File: src/rtl/video_mode_sequencer.sv
// Resolution-switch controller: debounces the mode select, blanks video, reprograms and resets
// the PLL, waits for stable lock with timeout/retry, and reports a sticky lock failure.
`timescale 1ns/1ps
module video_mode_sequencer #(
  parameter int CFG_W           = 3,
  parameter int DATA_W          = 8,
  parameter int DEBOUNCE_CYCLES = 1024,
  parameter int BLANK_CYCLES    = 16,
  parameter int PLL_RST_CYCLES  = 8,
  parameter int LOCK_STABLE     = 256,
  parameter int LOCK_TIMEOUT    = 65536,
  parameter int MAX_RETRIES     = 3
) (
  input  logic              clock,
  input  logic              reset,
  input  logic [CFG_W-1:0]  cfg_in,
  input  logic              pll_locked,
  output logic [DATA_W-1:0] pll_data,
  output logic              pll_reset,
  output logic              video_enable,
  output logic [CFG_W-1:0]  mode,
  output logic              busy,
  output logic              error,
  output logic [2:0]        state
);

  localparam int MAX_A   = (DEBOUNCE_CYCLES > BLANK_CYCLES) ? DEBOUNCE_CYCLES : BLANK_CYCLES;
  localparam int MAX_B   = (PLL_RST_CYCLES > LOCK_STABLE) ? PLL_RST_CYCLES : LOCK_STABLE;
  localparam int MAX_C   = (MAX_A > MAX_B) ? MAX_A : MAX_B;
  localparam int MAX_ALL = (MAX_C > LOCK_TIMEOUT) ? MAX_C : LOCK_TIMEOUT;
  localparam int CNT_W   = $clog2(MAX_ALL + 1);
  localparam int RTY_W   = (MAX_RETRIES < 1) ? 1 : $clog2(MAX_RETRIES + 1);

  localparam logic [CNT_W-1:0] DEB_LAST   = CNT_W'(DEBOUNCE_CYCLES - 1);
  localparam logic [CNT_W-1:0] BLANK_LAST = CNT_W'(BLANK_CYCLES - 1);
  localparam logic [CNT_W-1:0] RST_LAST   = CNT_W'(PLL_RST_CYCLES - 1);
  localparam logic [CNT_W-1:0] STABLE_T   = CNT_W'(LOCK_STABLE);
  localparam logic [CNT_W-1:0] TIMEOUT_T  = CNT_W'(LOCK_TIMEOUT);
  localparam logic [RTY_W-1:0] RTY_MAX    = RTY_W'(MAX_RETRIES);

  typedef enum logic [2:0] {
    ST_RUN       = 3'd0,
    ST_DEBOUNCE  = 3'd1,
    ST_BLANK     = 3'd2,
    ST_RECONF    = 3'd3,
    ST_WAIT_LOCK = 3'd4,
    ST_FAIL      = 3'd5
  } state_t;

  logic [CFG_W-1:0]  cfg_meta_reg, cfg_s_reg;
  logic              lock_meta_reg, lock_s_reg;

  state_t            state_reg, state_next;
  logic [CNT_W-1:0]  cnt_reg, cnt_next;
  logic [CNT_W-1:0]  timer_reg, timer_next;
  logic [CNT_W-1:0]  stable_reg, stable_next;
  logic [CFG_W-1:0]  cand_reg, cand_next;
  logic [CFG_W-1:0]  mode_reg, mode_next;
  logic              mode_valid_reg, mode_valid_next;
  logic [RTY_W-1:0]  retries_reg, retries_next;
  logic [DATA_W-1:0] pll_data_reg, pll_data_next;
  logic              pll_reset_reg, pll_reset_next;
  logic              video_enable_reg, video_enable_next;
  logic              error_reg, error_next;

  logic              enter_reconf;
  logic [CNT_W-1:0]  stable_upd, timer_upd;

  always_ff @(posedge clock) begin
    if (reset) begin
      cfg_meta_reg  <= '0;
      cfg_s_reg     <= '0;
      lock_meta_reg <= 1'b0;
      lock_s_reg    <= 1'b0;
    end else begin
      cfg_meta_reg  <= cfg_in;
      cfg_s_reg     <= cfg_meta_reg;
      lock_meta_reg <= pll_locked;
      lock_s_reg    <= lock_meta_reg;
    end
  end

  // Lock qualification counters saturate at their terminal values.
  always_comb begin
    timer_upd  = (timer_reg == TIMEOUT_T) ? timer_reg : timer_reg + CNT_W'(1);
    stable_upd = '0;
    if (lock_s_reg)
      stable_upd = (stable_reg == STABLE_T) ? stable_reg : stable_reg + CNT_W'(1);
  end

  always_comb begin
    state_next        = state_reg;
    cnt_next          = cnt_reg;
    timer_next        = timer_reg;
    stable_next       = stable_reg;
    cand_next         = cand_reg;
    mode_next         = mode_reg;
    mode_valid_next   = mode_valid_reg;
    retries_next      = retries_reg;
    pll_data_next     = pll_data_reg;
    pll_reset_next    = pll_reset_reg;
    video_enable_next = video_enable_reg;
    error_next        = error_reg;
    enter_reconf      = 1'b0;

    case (state_reg)
      ST_RUN: begin
        if (cfg_s_reg != mode_reg) begin
          state_next = ST_DEBOUNCE;
          cand_next  = cfg_s_reg;
          cnt_next   = '0;
        end else if (!lock_s_reg) begin
          state_next        = ST_BLANK;
          video_enable_next = 1'b0;
          cnt_next          = '0;
        end
      end
      ST_DEBOUNCE: begin
        if (cfg_s_reg != cand_reg) begin
          cand_next = cfg_s_reg;
          cnt_next  = '0;
        end else if (cnt_reg == DEB_LAST) begin
          cnt_next = '0;
          // A glitch that settles back onto the live mode never drops video.
          if (cand_reg == mode_reg && mode_valid_reg) begin
            state_next = ST_RUN;
          end else begin
            state_next        = ST_BLANK;
            video_enable_next = 1'b0;
          end
        end else begin
          cnt_next = cnt_reg + CNT_W'(1);
        end
      end
      ST_BLANK: begin
        if (cnt_reg == BLANK_LAST) enter_reconf = 1'b1;
        else cnt_next = cnt_reg + CNT_W'(1);
      end
      ST_RECONF: begin
        if (cnt_reg == RST_LAST) begin
          state_next     = ST_WAIT_LOCK;
          cnt_next       = '0;
          pll_reset_next = 1'b0;
          timer_next     = '0;
          stable_next    = '0;
        end else begin
          cnt_next = cnt_reg + CNT_W'(1);
        end
      end
      ST_WAIT_LOCK: begin
        timer_next  = timer_upd;
        stable_next = stable_upd;
        if (stable_upd == STABLE_T) begin
          state_next        = ST_RUN;
          video_enable_next = 1'b1;
          mode_valid_next   = 1'b1;
          retries_next      = '0;
          error_next        = 1'b0;
        end else if (timer_upd == TIMEOUT_T) begin
          if (retries_reg < RTY_MAX) begin
            retries_next = retries_reg + RTY_W'(1);
            enter_reconf = 1'b1;
          end else begin
            state_next = ST_FAIL;
            error_next = 1'b1;
          end
        end
      end
      ST_FAIL: begin
        if (cfg_s_reg != mode_reg) begin
          state_next      = ST_DEBOUNCE;
          cand_next       = cfg_s_reg;
          cnt_next        = '0;
          mode_valid_next = 1'b0;
        end
      end
      default: state_next = ST_DEBOUNCE;
    endcase

    // pll_data only ever changes here, while pll_reset is being raised.
    if (enter_reconf) begin
      state_next     = ST_RECONF;
      cnt_next       = '0;
      mode_next      = cand_reg;
      pll_data_next  = DATA_W'(cand_reg);
      pll_reset_next = 1'b1;
    end
  end

  always_ff @(posedge clock) begin
    if (reset) begin
      state_reg        <= ST_DEBOUNCE;
      cnt_reg          <= '0;
      timer_reg        <= '0;
      stable_reg       <= '0;
      cand_reg         <= '0;
      mode_reg         <= '0;
      mode_valid_reg   <= 1'b0;
      retries_reg      <= '0;
      pll_data_reg     <= '0;
      pll_reset_reg    <= 1'b1;
      video_enable_reg <= 1'b0;
      error_reg        <= 1'b0;
    end else begin
      state_reg        <= state_next;
      cnt_reg          <= cnt_next;
      timer_reg        <= timer_next;
      stable_reg       <= stable_next;
      cand_reg         <= cand_next;
      mode_reg         <= mode_next;
      mode_valid_reg   <= mode_valid_next;
      retries_reg      <= retries_next;
      pll_data_reg     <= pll_data_next;
      pll_reset_reg    <= pll_reset_next;
      video_enable_reg <= video_enable_next;
      error_reg        <= error_next;
    end
  end

  assign pll_data     = pll_data_reg;
  assign pll_reset    = pll_reset_reg;
  assign video_enable = video_enable_reg;
  assign mode         = mode_reg;
  assign error        = error_reg;
  assign state        = state_reg;
  assign busy         = (state_reg != ST_RUN) && (state_reg != ST_FAIL);

endmodule
File: config.mk
export PLATFORM = sky130hd
export DESIGN_NAME = video_mode_sequencer
export DESIGN_NICKNAME = d
export VERILOG_FILES = /design/src/rtl/video_mode_sequencer.sv
export SDC_FILE = /design/constraint.sdc
export NUM_CORES = 1
export LEC_CHECK = 0
export ABC_CLOCK_PERIOD_IN_PS = 5550
export CAP_MARGIN = 10
export CELL_PAD_IN_SITES_DETAIL_PLACEMENT = 0
export CELL_PAD_IN_SITES_GLOBAL_PLACEMENT = 1
export CORE_ASPECT_RATIO = 0.5
export CORE_MARGIN = 4
export CORE_UTILIZATION = 45
export CTS_BUF_LIST = sky130_fd_sc_hd__clkbuf_16
export CTS_CLUSTER_SIZE = 8
export DETAILED_ROUTE_END_ITERATION = 8
export GPL_TIMING_DRIVEN = 0
export PLACE_DENSITY_LB_ADDON = 0.1
export SYNTH_ARGS = -nofsm -noshare
export SYNTH_HDL_FRONTEND = slang
export SYNTH_SLANG_ARGS = --single-unit
export TNS_END_PERCENT = 100
File: constraint.sdc
create_clock -name clock -period 5.55 [get_ports clock]
set_input_delay 0.555 -clock clock [delete_from_list [all_inputs] [get_ports clock]]
set_output_delay 0.555 -clock clock [all_outputs]
set_load 0.05 [all_outputs]
==> results of run 1 <==
==> cells in the final DEF, fill, tap and decap left out, drive strengths merged, types with 6 or more instances in the layout <==
master,n
dfxtp,74
nand2,51
nor2,47
a21oi,42
clkbuf,36
o21ai,32
nand3,30
nor3,26
buf,20
nor4,19
inv,19
nand4,19
clkdlybuf4s50,18
xnor2,16
xor2,16
mux2i,13
a31oi,12
or4,11
or3,10
nor2b,10
a311oi,9
and3,9
nand2b,7
a22oi,6
ha,6
==> cell families after synthesis <==
family / after synthesis / share of synthesized area [%]
other: 1 / 0.0829
AOI/OAI and AO/OA: 136 / 19.4
DFF: 74 / 32.8
buffers and inverters: 65 / 6.45
muxes: 13 / 2.88
and+or+nand+nor: 258 / 30.5
adders and majority gates: 6 / 1.66
xor gates and xnor gates: 32 / 6.20
==> Yosys cell counts, drive strengths merged (7+ instances only) <==
library cell  count  area [um^2]
nand2            51          191
or3              10         62.6
inv              17         63.8
nand3            30          155
or4              11         90.1
and3              9         56.3
dfxtp            74         1480
mux2i            13          130
buf              20          123
nand4            19          140
nor2b            10         62.6
clkbuf           27          101
a21oi            42          210
nor2             47          176
xor2             16          140
nand2b            7         43.8
a311oi            9         78.8
nor3             26          135
xnor2            16          140
a31oi            12         75.1
o21ai            32          171
nor4             19          119
==> cell type report <==
type | instances | area (um^2)
multi-input cells | 450 | 2760
clock buffers | 9 | 225
flip-flops and latches | 74 | 1480
inverters | 18 | 67.6
repair buffers | 18 | 180
fillers | 958 | 4420
plain buffers | 47 | 224
well taps | 135 | 169
clock inverters | 7 | 70.1
==> layer usage <==
| metal | track usage [%] | vias to the layer above |
|---|---|---|
| met5 | 0 | - |
| met4 | 4.65 | 0 |
| met3 | 5.07 | 10 |
| met2 | 30.9 | 110 |
| met1 | 33.1 | 2062 |
| li1 | - | 2221 |
==> power by group <==
group / internal [uW] / leakage, uW / switching, uW / total, uW
Clock: 347 / 0.000139 / 241 / 588
Sequential: 549 / 0.000599 / 18.7 / 568
Combinational: 79.2 / 0.00105 / 177 / 256
Total: 975 / 0.00179 / 436 / 1410
==> critical path, cell delays in order, from the launching register on <==
cell and delay (ns):
dfxtp_1 0.39, inv_1 0.13, ha_1 0.15, nor4b_1 0.30, nand4_1 0.31, xnor2_1 0.21, o41ai_1 0.77, nand4_1 0.45
a2111oi_0 0.57, o211a_1 0.19
==> worst paths after layout <==
path / from / endpoint / slack (ns)
max: stable_reg[0]$_SDFFE_PP0P_ / video_enable$_SDFFE_PP0P_ / 2.05
min: cfg_meta_reg[0]$_SDFF_PP0_ / cfg_s_reg[0]$_SDFF_PP0_ / 0.44
max reg2reg: stable_reg[0]$_SDFFE_PP0P_ / video_enable$_SDFFE_PP0P_ / 2.05
min reg2reg: cfg_meta_reg[0]$_SDFF_PP0_ / cfg_s_reg[0]$_SDFF_PP0_ / 0.44
==> per-stage QoR <==
step | cell area [um^2] | hold slack [ns] | total power [uW] | cells | worst slack [ns]
detailed placement | 4890 | 0.426 | 833 | 742 | 2.29
global route | 5180 | 0.454 | 1480 | 758 | 1.77
global placement | 4890 | 0.416 | 834 | 742 | 2.31
floorplan | 4540 | 0.414 | 756 | 589 | 2.79
CTS | 5180 | 0.441 | 1420 | 758 | 2.17
finish | 5180 | 0.436 | 1410 | 758 | 2.05
==> reports/summary.md, run 1 <==
The run finished with clean final reports. For this run, the total global-route usage over all layers was measured as 21.8%. Relative max-transition margin: 33.8%. The first global-routing pass estimated 20,500 um of wire. The tools report the sort of element at the start of the critical path as a register.

After clock tree synthesis, the repair step resized 0 gates. The per-instance average area after synthesis came out at 7.73 um^2. In the finished design, the share of the clock period the worst path needs comes to 63.1%. After detailed routing, the wire length on met1 is 6590 um. The wire-length estimate of the detail-placed layout is 8670 um. Data arrives at the worst endpoint at 3.78 ns. The async set-reset flop share out of synthesis is 0%. Sequential cells were found to cover 32.8% of the synthesized design area. Measured along the y axis, the die boundary spans 78.9 um. The final routed wire length divided by cell count is 16.2 um, and the die footprint is 11,800 um^2. The worst supply voltage drop on vdd came out at 172 uV. The clock passes through at most 2 buffers.

The actual transition at the worst max-transition pin was 0.993 ns; the final estimated routing congestion in global placement was 0.869. Worst hold path class: reg -> reg. The worst path in the final design needs a cycle of 3.50 ns, including I/O delays and setup. Hold repair after CTS inserted 0 buffers.

After detailed routing, the number of vias per cell comes to 5.81. Cell depth of the worst flop-to-flop path: 9. The worst hold path depth is 1. Detailed routing placed a total of 4970 um of wire on met2. Summed over all failing endpoints, the final setup total negative slack is 0 ns. The number of enable flip-flop cells after synthesis came out at 0.

The worst setup path is captured at a register. In this run the top signal layer used is met4. Counting every sink on the clock net gives 74. Setup violations remaining at the end of the flow were counted as 0.

Synthesis produced 585 cells. In the routed design, unresolved DRC markers number 0. Derived from the worst setup path, the maximum achievable clock frequency is 286 MHz.

Counting the buffers created by CTS gives 9. Yosys printed 0 warnings. The required time of the critical path was 5.83 ns.

For the total count of hold-check failures in the final report, the log shows 0. The maximum number of pins on one net before global-route repair is 14. TritonCTS built the clock tree.

For this design the static power due to leakage is 0.00179 uW. For this run, the leading register cell type out of synthesis is dfxtp_1. Once the floorplan was initialized, standard cells occupied 47.1% of the core. The synthesis-to-finish area growth is 14.6%. The logs give 0.34 ns for the latest clock arrival within the worst-skew pair and 622 um for the detailed route wirelength on metal3.

Once layout is complete, the utilization of the core stands at 54.0%. The via count of the first global-routing pass came out at 3,916. For this design the ratio of total power to cell area is 272 nW/um^2. Across all layers, the routed design uses 4,403 vias.

The number of post-CTS setup repair buffers is 0. Once detail routing completed, the nets flagged for antenna violations numbered 0. The number of pins exceeding their max-slew limit in the final report is 0. Clock tree synthesis selected as its root buffer the cell clkbuf_16. After detailed routing, the total wire length is 12,300 um.

The clock arrives with 0.00621 ns of skew. For the total standard cell area after synthesis, the log shows 4520 um^2. Setup repair after global routing left no endpoint under its margin.

The run gives 0 as the initial antenna violation count. Input and output buffers added on the ports amount to 18. In this run, distinct cell masters in the synthesized netlist total 60.

Max-cap violations in this run came to 0. After clock tree synthesis, the clock-pin slew on the worst setup and hold paths is 0.06 ns. First-iteration detailed-routing DRC count: 343.

The floorplan has 25 rows. The tools report the core region area as 9600 um^2. The pre-antenna-repair detailed-routing pass consisted of 5 iterations. In this run, synthesis produced a sequential element count of 74. The total overflow left after global routing is 0.

The type of the worst setup path is reg -> reg. After the last flow step, the layout net total stands at 630. The total inserted antenna cells came out at 0. Of the cells placed in the final design, the portion with a size suffix greater than 1 is 7.22%.

The H-tree was split into 3 levels. In this run the count of I/O pins placed on the die edge is 24. Along the worst path, the maximum fanout reaches 7.

In this run the horizontal extent of the chip is 150 um.
(Power assumes the default switching activity.)
==> run 2: changes to the inputs <==
Settings changed: ABC_CLOCK_PERIOD_IN_PS 5550 to 2950, CORE_UTILIZATION 45 to 41.
Clock period 5.55 ns to 2.95 ns, I/O delays scaled along.
==> reports/summary.md, run 2 (synthesis results as in run 1) <==
The run finished with clean final reports. The number of core rows is 26 (+4.0%). For the wire length of the first global-routing pass, the log shows 21,000 um (+2.3%). The net total in the final layout is 634 (+0.63%). The fraction of layout instances using a drive strength above 1 is 12.4% (+5.2 points). The first-iteration detailed-routing DRC count was 360 (+5.0%); the height of the chip was 82.3 um (+4.3%). The total number of clock tree sinks is 74 (unchanged), and the number of primary I/O pins is 24 (unchanged).

The final routed wire length divided by cell count came out at 17.1 um (+5.4%). The run gives 6860 um (+4.2%) as the detailed-routing wirelength on met1. The width of the die is 157 um (+4.5%), and the worst supply voltage drop on vdd is 265 uV (+54%). The total count of hold-check failures in the final report is 0 (unchanged), and the final hold slack is 0.436 ns (-0.000176 ns). The clock skew is 0.00855 ns (+0.00233 ns). Type of the worst setup path: reg -> reg.

The half-perimeter wire length after placement was 9000 um (+3.7%); the wire length reported by the detailed router was 13,100 um (+6.7%). CTS placed an instance of clkbuf_16 at the clock tree root. Maximum number of buffers from clock root to sink: 2 (unchanged).

In this run the top signal layer used is met4. The run gives 4,519 (+2.6%) as the overall via count from detail_route. The number of fill cells came out at 1,035 (+8.0%). The final estimated routing congestion in global placement is 0.824 (-5.2%), and the synthesis-to-finish area growth is 20.3%. The number of vias per cell is 5.89 (+1.4%), and the total inserted antenna cells is 0 (unchanged).

The tightest min-delay check is of the reg -> reg type. The initial antenna violation count was 0 (unchanged). The tools report the maximum number of pins on one net before global-route repair as 15 (+1).

The number of max-capacitance violations reported is 0 (unchanged), and the data arrival time of the worst path is 3.13 ns (-0.65 ns). The die footprint was 12,900 um^2 (+9.0%); the required time of the critical path was 3.22 ns (-2.61 ns). The ratio of final minimum period to clock period is 96.7% (+34 points). The top cell types in the final layout, fill and taps aside, are 70 x dfxtp_1, 50 x nand2_1, 47 x nor2_1, 42 x a21oi_1, 30 x o21ai_0. The sum of internal, switching and leakage power was 2790 uW (+97%); the post-cts hold buffer count was 0 (unchanged). The area of the multi-input gates is 2910 um^2 (+5.2%). Sort of element at the start of the critical path: a register. Achievable clock frequency: 351 MHz (+23%). The tools report the endpoint class of the critical path as a register.

The actual transition at the worst max-transition pin works out to 0.946 ns (-0.0476 ns). TritonCTS built the clock tree. The run gives 0.34 ns (about the same) as the latest clock arrival within the worst-skew pair. The number of pins exceeding their max-slew limit in the final report is 0 (unchanged). The number of detailed-routing iterations run before antenna repair was 5 (unchanged); the number of buffers created by CTS was 9 (unchanged). The maximum net fanout on the critical path works out to 10 (+3). Detailed route wirelength on metal3: 702 um (+13%).

The count of input and output buffers came out at 18 (unchanged). Core region area: 10,500 um^2 (+9.1%). The logs give 3 (unchanged) for the deepest level of the CTS H-tree and 37.0% (+3.2 points) for the relative max-transition margin.

The final setup violation count is 0 (unchanged), and the final critical delay including setup and external delays is 2.85 ns (-0.647 ns). The logs give 0.00189 uW (+5.6%) for the leakage power and 3,920 (+0.10%) for the via count of the first global-routing pass. The register area was 1490 um^2 (+0.51%); the starting density of the core was 43.2% (-3.9 points). The power density of the placed cells works out to 512 nW/um^2 (+88%). The total congestion overflow after global routing was 0 (unchanged); the global-route total usage across every layer was 20.7% (-1.1 points).

The met2 layer wire length in the routed design was 5500 um (+11%); the clock transition at the registers of the reported paths was 0.06 ns (about the same). The commonest non-fill, non-tap cell in the layout was dfxtp_1. The logs give 0 (unchanged) for the antenna violation net count after detailed routing and 0 (unchanged) for the count of unresolved DRC violations after routing.
[run 2: cell types whose count changed in the layout (fill, tap and decap cells not counted), moves of 3 or more]
cell	change
buf_4	+9
clkbuf_1	-7
nor4_1	-5
dfxtp_1	-4
nor4_2	+4
clkinv_4	+3
dfxtp_2	+3
[run 2: power by group]
part | leakage (uW) | switching (uW) | internal [uW]
combinational | 0.00113 | 337 | 157
clock | 0.000156 | 478 | 748
sequential | 0.000601 | 35.7 | 1030
[run 2: final cells by class]
| class | count | share of cell area, % |
|---|---|---|
| buffer | 42 | 4.10 |
| tap | 140 | 3.22 |
| clock inverter | 7 | 1.89 |
| sequential | 74 | 27.4 |
| multi-input combinational | 450 | 53.5 |
| timing repair buffer | 27 | 4.56 |
| clock buffer | 9 | 4.14 |
| inverter | 18 | 1.24 |
[run 2: metal layers]
layer  up-vias  track usage (%)
li1       2222                -
met1      2173             30.7
met2       119             30.5
met3         5             5.21
met4         0             3.64
met5         -                0
[run 2: what timing repair did]
| item | CTS | global route |
|---|---|---|
| resized for setup | 13 | 27 |
| setup endpoints to repair | 38 | 34 |
| buffers inserted | 2 | 7 |
| pin swaps | 3 | 8 |
[run 2: path summary, 6_finish.rpt]
kind | to | from | slack [ns] | cells past startpoint
max reg2reg | state[0]$_SDFFE_PP1P_ | timer_reg[7]$_SDFFE_PP0P_ | 0.1 | 8
max | state[0]$_SDFFE_PP1P_ | timer_reg[7]$_SDFFE_PP0P_ | 0.1 | 8
min | cfg_s_reg[1]$_SDFF_PP0_ | cfg_meta_reg[1]$_SDFF_PP0_ | 0.44 | 1
min reg2reg | cfg_s_reg[1]$_SDFF_PP0_ | cfg_meta_reg[1]$_SDFF_PP0_ | 0.44 | 1
[run 2: per-stage QoR]
step	worst slack (ns)	utilization (%)	area, um^2	instances	TNS (ns)
3_5_place_dp	-0.351	46.7	4890	747	-7.10
5_1_grt	-0.0215	51.9	5440	767	-0.140
6_report	0.0974	51.9	5440	767	0
2_1_floorplan	0.191	-	4540	589	0
3_3_place_gp	-0.293	46.7	4890	747	-6.69
4_1_cts	0.0106	50.5	5290	765	0
[run 2: worst max-delay path, cell delays in order (launching register included)]
cell,delay (ns)
dfxtp_1,0.50
nand4_4,0.21
or4_4,0.62
o21ai_4,0.17
nand3_2,0.09
or4_4,0.56
o311ai_4,0.30
buf_6,0.21
o21bai_1,0.12
==> run 3: changes to the inputs <==
Settings changed: PLACE_DENSITY set to 0.86, PLACE_DENSITY_LB_ADDON 0.1 to not set.
==> reports/summary.md, run 3 (synthesis results as in run 1) <==
The half-perimeter wire length after placement was 8460 um (-6.0%). The tools report the first-iteration detailed-routing DRC count as 395 (+9.7%). The number of fill cells is 1,024 (-1.1%), and the global-route total usage across every layer is 19.8% (-0.89 points). The latest clock arrival within the worst-skew pair is 0.33 ns (about the same). In this run the critical register-to-register path is launched from stable_reg[0]$_SDFFE_PP0P_. The tools report the net total in the final layout as 644 (+1.6%). The worst setup path is of the reg -> reg kind. The power density of the placed cells came out at 498 nW/um^2 (-2.7%). The tools report the total count of hold-check failures in the final report as 0 (unchanged). The final critical delay including setup and external delays was 2.91 ns (+0.0581 ns). The logs give 17.9% (+0.2 points) for the relative contribution of combinational cells to total power and 12,900 um^2 (unchanged) for the die footprint.

The library cell appearing most often on the critical path is buf_6. The largest stage delay on the critical path came out at 0.48 ns (-0.14 ns). The commonest non-fill, non-tap cell in the layout is dfxtp_1. The logs give 10,500 um^2 (unchanged) for the core region area and 0 ns (unchanged) for the setup TNS. The run gives 0 (unchanged) as the antenna violation net count after detailed routing. The run gives 0.0393 ns (-0.0581 ns) as the setup slack of the critical path after layout. The leakage power is 0.00196 uW (+3.6%). Setup repair after global routing could not meet its margin everywhere.

Starting density of the core: 43.2% (unchanged). The tools report the timing endpoint of the critical path as cnt_reg[9]$_SDFFE_PP0P_. For the cell-internal power, the log shows 1940 uW (+0.17%). TritonCTS built the clock tree.

The actual transition at the worst max-transition pin was 0.922 ns (-0.0241 ns). For the switching component of the power, the log shows 821 uW (-3.5%). The clock skew is 0.00526 ns (-0.00329 ns), and the number of buffers created by CTS is 9 (unchanged).

The critical path goes through inv_1 > ha_1 > nor4b_1 > nand4_1 > buf_4 > o311ai_1 > and4_4 > o311ai_4 > buf_6 > buf_6 > a211oi_1. The run gives 38.7% (+0.4 points) as the sequential fraction of design power. The library cells used most frequently in the layout, excluding fill and tap cells, are 68 x dfxtp_1, 50 x nand2_1, 47 x nor2_1, 41 x a21oi_1, 30 x o21ai_0. The tools report the maximum number of buffers from clock root to sink as 2 (unchanged). The tools report the endpoint class of the critical path as a register.

For the sum of internal, switching and leakage power, the log shows 2760 uW (-0.95%). The tools report the clock root buffer as clkbuf_16. The number of detailed-routing iterations run before antenna repair is 5 (unchanged). The minimum setup slack among reg-to-reg paths was 0.04 ns (-0.06 ns); the required time of the critical path was 3.20 ns (-0.02 ns). The maximum number of pins on one net before global-route repair is 15 (unchanged), and the final estimated routing congestion in global placement is 0.886 (+7.6%).

The final setup violation count is 0 (unchanged), and the total number of clock tree sinks is 74 (unchanged). The number of core rows is 26 (unchanged), and the number of max-capacitance violations reported is 0 (unchanged). The ratio of final minimum period to clock period was 98.7% (+2.0 points); the worst hold path depth was 1 (unchanged).

Total congestion overflow after global routing: 0 (unchanged). The count of input and output buffers works out to 18 (unchanged). Cell type of the slowest stage on the worst timing path: o311ai_1. The logs give 3.16 ns (+0.03 ns) for the data arrival time of the worst path and 300 uV (+13%) for the worst supply voltage drop on vdd.

The worst slack after detailed placement was -0.333 ns (+0.0173 ns). The post-cts hold buffer count was 0 (unchanged); the deepest level of the CTS H-tree was 3 (unchanged). The maximum net fanout on the critical path works out to 7 (-3). The worst setup path is launched from a register.

The synthesis-to-finish area growth is 22.5%, and the relative max-transition margin is 38.6% (+1.6 points). The number of primary I/O pins was 24 (unchanged); the fraction of the core area covered by cells at the end of the flow was 52.9% (+0.96 points). The achievable clock frequency came out at 344 MHz (-2.0%).

Height of the chip: 82.3 um (unchanged). Proportion of total power due to net switching: 29.7% (-0.78 points). The cell depth of the worst flop-to-flop path came out at 11 (+3). Worst hold path class: reg -> reg. The run finished with clean final reports.

In this run the critical register-to-register path is captured at cnt_reg[9]$_SDFFE_PP0P_. The non-filler instance count after layout is 777 (+1.3%), and the cell count after placement is 747 (unchanged). The tools report the count of unresolved DRC violations after routing as 0 (unchanged). Final routed wire length divided by cell count: 16.4 um (-4.3%). The startpoint of the most critical setup path is stable_reg[0]$_SDFFE_PP0P_. The width of the die was 157 um (unchanged); the overall via count from detail_route was 4,560 (+0.91%).

The clock network power share came out at 43.4% (-0.6 points). The fraction of layout instances using a drive strength above 1 is 14.8% (+2.3 points). The total inserted antenna cells is 0 (unchanged). Wire length reported by the detailed router: 12,700 um (-3.0%). Via count of the first global-routing pass: 4,067 (+3.8%). The number of pins exceeding their max-slew limit in the final report was 0 (unchanged); the clock transition at the registers of the reported paths was 0.06 ns (about the same).

The initial antenna violation count was 0 (unchanged). The wire length of the first global-routing pass is 20,600 um (-2.1%), and the number of vias per cell is 5.87 (-0.39%).
==> run 3: changes by cell type in the layout (fill, tap and decap cells not counted), sizes merged <==
cell | before | now
inv | 18 | 19
clkbuf | 31 | 33
clkinvlp | 1 | 0
buf | 29 | 37
==> run 3: layout make-up <==
class	count	area [um^2]	area share, %
Sequential cell	74	1490	27.0
Inverter	18	67.6	1.22
Clock buffer	9	225	4.07
Tap cell	140	175	3.16
Buffer	41	223	4.02
Clock inverter	7	100	1.81
Timing Repair Buffer	38	335	6.06
Multi-Input combinational cell	450	2920	52.7
==> run 3: power by group through the flow <==
stage	registers [uW]	clock network (uW)	logic (uW)
final	1070	1200	494
after global routing	1070	1270	540
after CTS	1070	1220	477
after detailed placement	1090	0	472
after global placement	1090	0	475
after floorplan	1130	0	291
==> run 3: through the flow <==
step | cell area, um^2 | hold WS (ns)
floorplan | 4540 | 0.414
global placement | 4890 | 0.420
detailed placement | 4890 | 0.423
CTS | 5310 | 0.437
global route | 5540 | 0.457
finish | 5540 | 0.434
==> run 3: repair_timing <==
action                                  4_1_cts  5_1_grt
endpoints found under the setup margin       38       30
pin swaps                                     5        6
buffers inserted                              4       14
gates cloned                                  0        2
resized for setup                            17       34
==> run 3: how the worst min path moves through the flow <==
| stage | from | endpoint | slack, ns |
|---|---|---|---|
| final | lock_meta_reg$_SDFF_PP0_ | lock_s_reg$_SDFF_PP0_ | 0.43 |
| after global routing | cfg_meta_reg[2]$_SDFF_PP0_ | cfg_s_reg[2]$_SDFF_PP0_ | 0.46 |
| after CTS | lock_meta_reg$_SDFF_PP0_ | lock_s_reg$_SDFF_PP0_ | 0.44 |
| after global placement | cfg_meta_reg[2]$_SDFF_PP0_ | cfg_s_reg[2]$_SDFF_PP0_ | 0.42 |
| after detailed placement | lock_meta_reg$_SDFF_PP0_ | lock_s_reg$_SDFF_PP0_ | 0.42 |
| after floorplan | cfg_meta_reg[0]$_SDFF_PP0_ | cfg_s_reg[0]$_SDFF_PP0_ | 0.41 |
==> run 3: critical path, delay by kind of cell, from the launching register on <==
family          cells  cell delay, ns
flops               1            0.36
simple gates        3            0.90
buf+inv             4            0.57
compound gates      3            0.83
fa+ha+maj           1            0.16
==> run 3: metal layers <==
metal | part of all wire, % | vias up | global-route usage [%]
li1 | - | 2243 | -
met1 | 50 | 2175 | 28.4
met2 | 44 | 124 | 31.4
met3 | 4.9 | 18 | 3.49
met4 | 1.1 | 0 | 4.07
met5 | 0 | - | 0
